===== config.mk =====
export PLATFORM = sky130hd
export DESIGN_NAME = rv_alu_ex
export DESIGN_NICKNAME = d
export VERILOG_FILES = /design/src/rtl/rv_alu_ex.sv
export SDC_FILE = /design/constraint.sdc
export NUM_CORES = 1
export LEC_CHECK = 0
export ABC_AREA = 1
export BUFFER_PORTS_ARGS = -buffer_cell sky130_fd_sc_hd__buf_2
export CAP_MARGIN = 30
export CORE_ASPECT_RATIO = 1.2
export CORE_MARGIN = 3
export CORE_UTILIZATION = 40
export CTS_BUF_LIST = sky130_fd_sc_hd__clkbuf_8
export DETAILED_ROUTE_END_ITERATION = 6
export GPL_TIMING_DRIVEN = 0
export HOLD_SLACK_MARGIN = 0.12
export SYNTH_ARGS = -nofsm -noshare
export SYNTH_HDL_FRONTEND = slang
export SYNTH_SLANG_ARGS = --single-unit

===== constraint.sdc =====
create_clock -name clk_i -period 3.9 [get_ports clk_i]
set_input_delay 1.17 -clock clk_i [delete_from_list [all_inputs] [get_ports clk_i]]
set_output_delay 1.17 -clock clk_i [all_outputs]
set_load 0.05 [all_outputs]

===== src/rtl/rv_alu_ex.sv =====
// Execute-stage ALU for the RV64 core with a valid/ready handshake and registered result.
// Define RV_ALU_FAST_SHIFT_EN for a single-cycle barrel shifter; otherwise shifts iterate one bit per cycle.
`timescale 1ns/1ps
module rv_alu_ex #(
   parameter int XLEN = 64
) (
   input  logic            clk_i,
   input  logic            rst_i,
   input  logic            flush_i,
   input  logic            in_valid_i,
   output logic            in_ready_o,
   input  logic [3:0]      alu_op_sel_i,
   input  logic            alu_op_32b_i,
   input  logic [XLEN-1:0] op_a_i,
   input  logic [XLEN-1:0] op_b_i,
   output logic            out_valid_o,
   input  logic            out_ready_i,
   output logic [XLEN-1:0] result_o,
   output logic            zero_o,
   output logic            illegal_o
);

   localparam logic [3:0] OP_ADD  = 4'b0000;
   localparam logic [3:0] OP_SUB  = 4'b1000;
   localparam logic [3:0] OP_SLL  = 4'b0001;
   localparam logic [3:0] OP_SLT  = 4'b0010;
   localparam logic [3:0] OP_SLTU = 4'b0011;
   localparam logic [3:0] OP_XOR  = 4'b0100;
   localparam logic [3:0] OP_SRL  = 4'b0101;
   localparam logic [3:0] OP_SRA  = 4'b1101;
   localparam logic [3:0] OP_OR   = 4'b0110;
   localparam logic [3:0] OP_AND  = 4'b0111;

`ifdef RV_ALU_FAST_SHIFT_EN
   typedef enum logic [1:0] {ST_IDLE = 2'd0, ST_DONE = 2'd2} state_t;
`else
   typedef enum logic [1:0] {ST_IDLE = 2'd0, ST_SHIFT = 2'd1, ST_DONE = 2'd2} state_t;
`endif

   // Word ops sign-extend bit 31 of whatever the operation produced.
   function automatic logic [XLEN-1:0] fin_word(input logic w32, input logic [XLEN-1:0] v);
      return w32 ? {{(XLEN-32){v[31]}}, v[31:0]} : v;
   endfunction

   state_t            r_state;
   state_t            w_state_nxt;
   state_t            w_acc_state;
   logic [XLEN-1:0]   r_result;
   logic              r_zero;
   logic              r_illegal;
   logic              w_accept;
   logic              w_legal;
   logic              w_slt;
   logic              w_sltu;
   logic [5:0]        w_shamt;
   logic [XLEN-1:0]   w_work;
   logic [XLEN-1:0]   w_raw;
   logic [XLEN-1:0]   w_res;

   assign in_ready_o = !flush_i && ((r_state == ST_IDLE) || ((r_state == ST_DONE) && out_ready_i));
   assign w_accept   = in_valid_i && in_ready_o;

   assign w_slt  = alu_op_32b_i ? ($signed(op_a_i[31:0]) < $signed(op_b_i[31:0]))
                                : ($signed(op_a_i) < $signed(op_b_i));
   assign w_sltu = alu_op_32b_i ? (op_a_i[31:0] < op_b_i[31:0]) : (op_a_i < op_b_i);

   // NOTE: every signal driven here gets a default first so no latch is inferred.
   always_comb begin
      w_legal = 1'b1;
      w_raw   = '0;
      w_shamt = alu_op_32b_i ? {1'b0, op_b_i[4:0]} : op_b_i[5:0];
      w_work  = op_a_i;
      if (alu_op_32b_i && (alu_op_sel_i == OP_SRL))
         w_work = {{(XLEN-32){1'b0}}, op_a_i[31:0]};
      if (alu_op_32b_i && (alu_op_sel_i == OP_SRA))
         w_work = {{(XLEN-32){op_a_i[31]}}, op_a_i[31:0]};
      case (alu_op_sel_i)
         OP_ADD:  w_raw = op_a_i + op_b_i;
         OP_SUB:  w_raw = op_a_i - op_b_i;
         OP_SLT:  w_raw = {{(XLEN-1){1'b0}}, w_slt};
         OP_SLTU: w_raw = {{(XLEN-1){1'b0}}, w_sltu};
         OP_XOR:  w_raw = op_a_i ^ op_b_i;
         OP_OR:   w_raw = op_a_i | op_b_i;
         OP_AND:  w_raw = op_a_i & op_b_i;
`ifdef RV_ALU_FAST_SHIFT_EN
         OP_SLL:  w_raw = w_work << w_shamt;
         OP_SRL:  w_raw = w_work >> w_shamt;
         OP_SRA:  w_raw = XLEN'($signed(w_work) >>> w_shamt);
`else
         // Only shift-by-0 completes here; longer shifts go through the SHIFT state.
         OP_SLL, OP_SRL, OP_SRA: w_raw = w_work;
`endif
         default: w_legal = 1'b0;
      endcase
      w_res = w_legal ? fin_word(alu_op_32b_i, w_raw) : '0;
   end

`ifdef RV_ALU_FAST_SHIFT_EN
   assign w_acc_state = ST_DONE;
`else
   logic [XLEN-1:0]   r_work;
   logic [5:0]        r_cnt;
   logic [3:0]        r_kind;
   logic              r_w32;
   logic              w_to_shift;
   logic [XLEN-1:0]   w_step;
   logic [XLEN-1:0]   w_step_fin;

   assign w_to_shift  = ((alu_op_sel_i == OP_SLL) || (alu_op_sel_i == OP_SRL) ||
                         (alu_op_sel_i == OP_SRA)) && (w_shamt != 6'd0);
   assign w_acc_state = w_to_shift ? ST_SHIFT : ST_DONE;

   always_comb begin
      case (r_kind)
         OP_SLL:  w_step = r_work << 1;
         OP_SRL:  w_step = r_work >> 1;
         default: w_step = {r_work[XLEN-1], r_work[XLEN-1:1]};
      endcase
      w_step_fin = fin_word(r_w32, w_step);
   end
`endif

   always_comb begin
      w_state_nxt = r_state;
      case (r_state)
         ST_IDLE: if (w_accept) w_state_nxt = w_acc_state;
`ifndef RV_ALU_FAST_SHIFT_EN
         ST_SHIFT: if (r_cnt == 6'd1) w_state_nxt = ST_DONE;
`endif
         ST_DONE: begin
            if (w_accept)
               w_state_nxt = w_acc_state;
            else if (out_ready_i)
               w_state_nxt = ST_IDLE;
         end
         default: w_state_nxt = ST_IDLE;
      endcase
      if (flush_i)
         w_state_nxt = ST_IDLE;
   end

   // NOTE: sequential state uses non-blocking assignments so all registers update together.
   always_ff @(posedge clk_i) begin
      if (rst_i) begin
         r_state   <= ST_IDLE;
         r_result  <= '0;
         r_zero    <= 1'b1;
         r_illegal <= 1'b0;
`ifndef RV_ALU_FAST_SHIFT_EN
         r_work    <= '0;
         r_cnt     <= '0;
         r_kind    <= OP_SLL;
         r_w32     <= 1'b0;
`endif
      end else begin
         r_state <= w_state_nxt;
`ifdef RV_ALU_FAST_SHIFT_EN
         if (w_accept) begin
            r_result  <= w_res;
            r_zero    <= (w_res == '0);
            r_illegal <= !w_legal;
         end
`else
         if (w_accept) begin
            if (w_to_shift) begin
               r_work <= w_work;
               r_cnt  <= w_shamt;
               r_kind <= alu_op_sel_i;
               r_w32  <= alu_op_32b_i;
            end else begin
               r_result  <= w_res;
               r_zero    <= (w_res == '0);
               r_illegal <= !w_legal;
            end
         end else if ((r_state == ST_SHIFT) && !flush_i) begin
            r_work <= w_step;
            r_cnt  <= r_cnt - 6'd1;
            if (r_cnt == 6'd1) begin
               r_result  <= w_step_fin;
               r_zero    <= (w_step_fin == '0);
               r_illegal <= 1'b0;
            end
         end
`endif
      end
   end

   assign out_valid_o = (r_state == ST_DONE);
   assign result_o    = r_result;
   assign zero_o      = r_zero;
   assign illegal_o   = r_illegal;

endmodule

-- Yosys cells after proc, flatten, opt, wreduce, memory -nomap -nowiden
Cells that the tools add are included.
- add/subtract/negate cells: 3
- order comparisons: 4
- eq/ne operators: 19
- multiplexer cells: 35
- bitwise operators: 3
- reduce and logical (&&, ||, !) cells: 26
- operators by type and width (kind ; number):
    64-bit 2-to-1 mux ; 12
    64-bit case mux with 8 select lines ; 1
    64-bit logical NOT ; 2
    64-bit < comparator ; 2
    64-bit case mux with 2 select lines ; 1
    64-bit adder ; 1
    64-bit AND ; 1
    32-bit < comparator ; 2
    64-bit bitwise OR ; 1
    64-bit subtractor ; 1
    64-bit bitwise XOR ; 1
    6-bit 2-to-1 mux ; 4
    4-bit by 3-bit equality test with 1-bit output, second input constant ; 5
    1-bit 2-to-1 mux ; 11
    2-bit 2-to-1 mux ; 5
    10-bit OR reduction ; 1
    4-bit by 1-bit equality test with 1-bit output, second input constant ; 2
    4-bit by 2-bit equality test with 1-bit output, second input constant ; 2
    4-bit equality test, second input constant ; 2
    1-bit logical AND ; 7
    6-bit by 1-bit equality test with 1-bit output, second input constant ; 1
    2-bit != test, second input constant ; 3
    2-bit case mux with 3 select lines ; 1
    3-bit AND reduction ; 2
    other kinds (14) ; 19
- register bits: 143
- input port bits: 138
- output and inout bits: 68

-- Depth between registers and ports, before layout
- depth in word-level cells: 10
- mapped depth: 27

-- Worst setup path before layout
OpenSTA, ideal clock, no wires.
- kind: input port to flip-flop
- from: in op_a_i[0]
- to: reg r_zero (netlist: zero_o)
- setup time: 0.060 ns
- data arrival time: 3.337 ns
- data required time: 3.840 ns
- setup slack: 0.503 ns
- stages on the path: 23
- buffers on the path: 0
- path through: inv_1 -> ha_1 -> inv_1 -> fa_1 -> nand2_1 -> nand2_1 -> and2_1 -> or2_2 -> nand3_1 -> nand2_1 -> nor2_1 -> nand3_1 -> nor2_1 -> nand2_1 -> nor2_1 -> nand3_1 -> nor2_1 -> nand3_1 -> nor2_1 -> nand3_1 -> nand2_1 -> nand2_1 -> nand2_1
- cells in the longest elaborated chain, start to end: 8
- RTL lines (what ; RTL line ; text):
    start: declaration ; 14 ; input logic [XLEN-1:0] op_a_i,
    64-bit < comparator, or another cell as far along ; 65 ; assign w_sltu = alu_op_32b_i ? (op_a_i[31:0] < op_b_i[31:0]) : (op_a_i < op_b_i);
    1-bit 2-to-1 mux, or another cell as far along ; 65 ;
    64-bit case mux with 8 select lines (*) ; 77 ; case (alu_op_sel_i)
    64-bit 2-to-1 mux (*) ; 42 ; return w32 ? {{(XLEN-32){v[31]}}, v[31:0]} : v;
    64-bit 2-to-1 mux (*) ; 95 ; w_res = w_legal ? fin_word(alu_op_32b_i, w_raw) : '0;
    64-bit logical NOT (*) ; 172 ; r_zero <= (w_res == '0);
    1-bit 2-to-1 mux (*) ; 165 ; if (w_to_shift) begin
    1-bit 2-to-1 mux (*) ; 164 ; if (w_accept) begin
    end signal: assignment ; 172 ;
    end signal: assignment ; 180 ; r_zero <= (w_step_fin == '0);
    end: declaration ; 49 ; logic r_zero;
Mark *: on every way between the ends. The rest lies on a longest branch, timed or not. The select of a mux whose other input is x is not followed.
A chain may end at the register's enable or synchronous reset.

-- Worst setup path after layout
- from: in alu_op_sel_i[2]
- to: reg r_zero (netlist: zero_o)
- cells in the longest elaborated chain, start to end: 10
- RTL lines (what ; RTL line ; text):
    start: declaration ; 12 ; input logic [3:0] alu_op_sel_i,
    4-bit by 3-bit equality test with 1-bit output ; 73, 77, 109 ;
    1-bit logical AND ; 73 ; if (alu_op_32b_i && (alu_op_sel_i == OP_SRL))
    64-bit 2-to-1 mux ; 73 ;
    64-bit 2-to-1 mux ; 75 ; if (alu_op_32b_i && (alu_op_sel_i == OP_SRA))
    64-bit case mux with 8 select lines ; 77 ;
    64-bit 2-to-1 mux ; 42 ;
    64-bit 2-to-1 mux ; 95 ;
    64-bit logical NOT ; 172 ;
    1-bit 2-to-1 mux ; 165 ;
    1-bit 2-to-1 mux ; 164 ;
Parallel ways exist; a longest one is shown, timed or not. The select of a mux whose other input is x is not followed.

==> impl_metrics.tcl <==
set metrics [dict create \
    fin_hold_ws_ns 0.457 \
    drive_gt1_frac 0.140 \
    mostFrequentLayoutCells "nand2_1 (1,302), inv_1 (736), nand3_1 (304), nor2_1 (300), o21ai_0 (279)" \
    ys_ff_latch 143 \
    syn-num-nets 4669 \
    overflow 0 \
    final_util 0.474 \
    synth_fa_ha_area_frac 0.110 \
    rsz0062_at_grt "true" \
    met1_length_um 53800 \
    async_flop_share 0 \
    worstSetupStartpointType "input port" \
    synth_top_cell_area_share 0.218 \
    die_h_um 269 \
    avgSynthCellArea_sq_um 5.34 \
    yosysWarnings 0 \
    maxSlewViolCount 0 \
    failed_checks "negative setup slack" \
    antenna_found_initial 6 \
    first_global_vias 28422 \
    core-area_sq_um 56600 \
    outcome "finished, violations left" \
    hp-class "register to register" \
    grt_max_degree 17 \
    synth_compound_gate_area_share 0.197 \
    place.gp.congestion 1.08 \
    synthToLayoutAreaGrowth_pct 15.9 \
    skew_ns 0.0161 \
    fmax_ghz 0.244 \
    cp.arrival_ns 4.54 \
    grt_pass1_wl_um 198000 \
    start_util 0.409 \
    finalCritPeriodShare 1.05 \
    clk_latency_ns 0.50 \
    syn_area_sq_um 23100 \
    min_period_ns 4.10 \
    fin_nets 4917 \
    cap_violations 0 \
    top_layer "met5" \
    hold_violations 0 \
    wl_met3_um 14000 \
    drc_errors 0 \
    cts-root-buf "clkbuf_8" \
    dr.pass1.iters 6 \
    p_total_uw 6550 \
    synth_edf_count 0 \
    yosysTopAreaCell "nand2_1" \
    syn_inst 4328 \
    cts_sinks 143 \
    cts_buffers 17 \
    max_slew_margin 0.293 \
    yosysSeqAreaShare 0.124 \
    grt_use_total 0.451 \
    synth-main-ff-cell "dfxtp_1" \
    viasPerCell 5.82 \
    ctsHtreeMaxLevel 4 \
    tightestPinTransition_ns 1.05 \
    synth_top_family_by_area "simple AND/OR/NAND/NOR gates" \
    drt_iter0_drc 3843 \
    vias 30947 \
    powerDensity_nw_per_um2 244 \
    ys_top_cells_by_area "nand2_1 (22%), dfxtp_1 (12%), inv_1 (12%)" \
    cts_tree "done" \
    critPathKind "input port to register" \
    layout_setup_ws_ns -0.199 \
    num-fill-cells 6608 \
    die_w_um 225 \
    synth_xor_area_frac 0.00189 \
    met2WireLength_um 59400 \
    io_pins 206 \
    drtAntennaViolNets 0 \
    layout_commonest_cell "nand2_1" \
    cp_max_fo 10 \
    wl_um 142000 \
    rows 95 \
    p_leak_uw 0.0141 \
    fin_setup_tns_ns -0.199 \
    clkTransAtPathRegs_ns 0.09 \
    io_buffers 205 \
    die_area_sq_um 60700 \
    worstSetupEndpointType "register" \
    synth_simple_gate_area_share 0.401 \
    setup_violations 1 \
    peakVddDrop_mv 0.208 \
    required_ns 4.34 \
    cts_buffer_depth 2 \
    place_hpwl_um 120000 \
    avgRoutedWirePerCell_um 26.7 \
    ys_types 52 \
    synth.area.mux_share 0.00260 \
]
-- final cells by class --
type | instances | area (sq um) | share of cell area
tap | 727 | 910 | 0.0339
inverter | 764 | 2890 | 0.108
timing repair buffer | 235 | 1360 | 0.0506
multi-input combinational | 3233 | 17400 | 0.650
antenna | 4 | 10.0 | 0.000373
clock buffer | 18 | 248 | 0.00924
clock inverter | 14 | 171 | 0.00639
buffer | 182 | 941 | 0.0351
sequential | 143 | 2860 | 0.107
-- state kept, by name (all words and copies together), names as in the netlist --
signal,cells
r_kind,4
r_cnt,6
r_work,64
zero_o,1
illegal_o,1
r_state,2
r_w32,1
result_o,64
-- path summary, 6_finish.rpt --
path,to,slack (ns),cells after the start,from
setup reg to reg,zero_o$_SDFFE_PP1P_,0.33,13,r_kind[1]$_SDFFE_PP0P_
setup / recovery,zero_o$_SDFFE_PP1P_,-0.20,19,alu_op_sel_i[2]
hold / removal,r_kind[1]$_SDFFE_PP0P_,0.46,2,r_kind[1]$_SDFFE_PP0P_
hold reg to reg,r_kind[1]$_SDFFE_PP0P_,0.46,2,r_kind[1]$_SDFFE_PP0P_
-- report_power, final --
part / internal, uW / switching, uW / total [uW]
logic: 975 / 2690 / 3660
clock network: 610 / 710 / 1320
registers: 1520 / 42.0 / 1570
-- repair_timing --
action | CTS | global route
hold buffers | 0 | 0
buffers inserted | 5 | 13
gates cloned | 0 | 0
endpoints found under the setup margin | 18 | 14
resized for setup | 188 | 121
pin swaps | 13 | 11
-- metrics by stage --
step / instance area (sq um) / setup WS (ns) / instances
after CTS: 26300 / 0.000585 / 5304
after detailed placement: 25200 / -1.03 / 5271
after floorplan: 23100 / 0.503 / 4328
final: 26800 / -0.199 / 5320
after global routing: 26800 / -0.220 / 5316
after global placement: 25100 / -1.37 / 5260
-- metal layers --
| metal | track usage | vias up |
|---|---|---|
| li1 | - | 14351 |
| met1 | 0.551 | 14239 |
| met2 | 0.684 | 1850 |
| met3 | 0.0937 | 501 |
| met4 | 0.360 | 6 |
| met5 | 0 | - |
-- cell usage after synthesis (6+ instances only) --
cell and count:
a211o_1 19, a211oi_1 9, a21oi_1 256, a221oi_1 41, a31oi_1 43, and2_1 10, buf_1 10, buf_2 60
buf_4 14, buf_6 9, clkbuf_1 94, dfxtp_1 143, ha_1 201, inv_1 748, inv_2 13, mux2i_1 6
nand2_1 1344, nand2_2 19, nand3_1 345, nand3b_1 10, nand4_1 55, nor2_1 360, nor2_2 10, nor2_4 6
nor3_1 28, nor4_1 12, o2111ai_1 8, o211ai_1 23, o21ai_0 292, o21bai_1 19, o22ai_1 58, o31ai_1 11
or2_2 14
-- cell families after synthesis --
| kind of cell | after synthesis |
|---|---|
| multiplexers | 6 |
| adder cells (fa/ha/maj) | 203 |
| AND/OR/NAND/NOR | 2225 |
| AO/OA/AOI/OAI | 794 |
| buffers and inverters | 952 |
| flip-flops | 143 |
| XOR/XNOR | 5 |
-- worst max-delay path, cell delays in order --
cell and delay, ns:
buf_2 0.17, inv_2 0.14, nor2_1 0.11, nand2_1 0.43, buf_2 0.51, o22ai_1 0.13
a211oi_1 0.36, nand2_1 0.24, inv_1 0.10, nand3_1 0.18, nand2_1 0.15, nand2_1 0.08
nor2_1 0.14, nand2_1 0.07, nor2_1 0.17, nand3_1 0.14, nand2_1 0.13, nand2_1 0.06
nand2_1 0.05
Power figures use the tool's default switching activity.
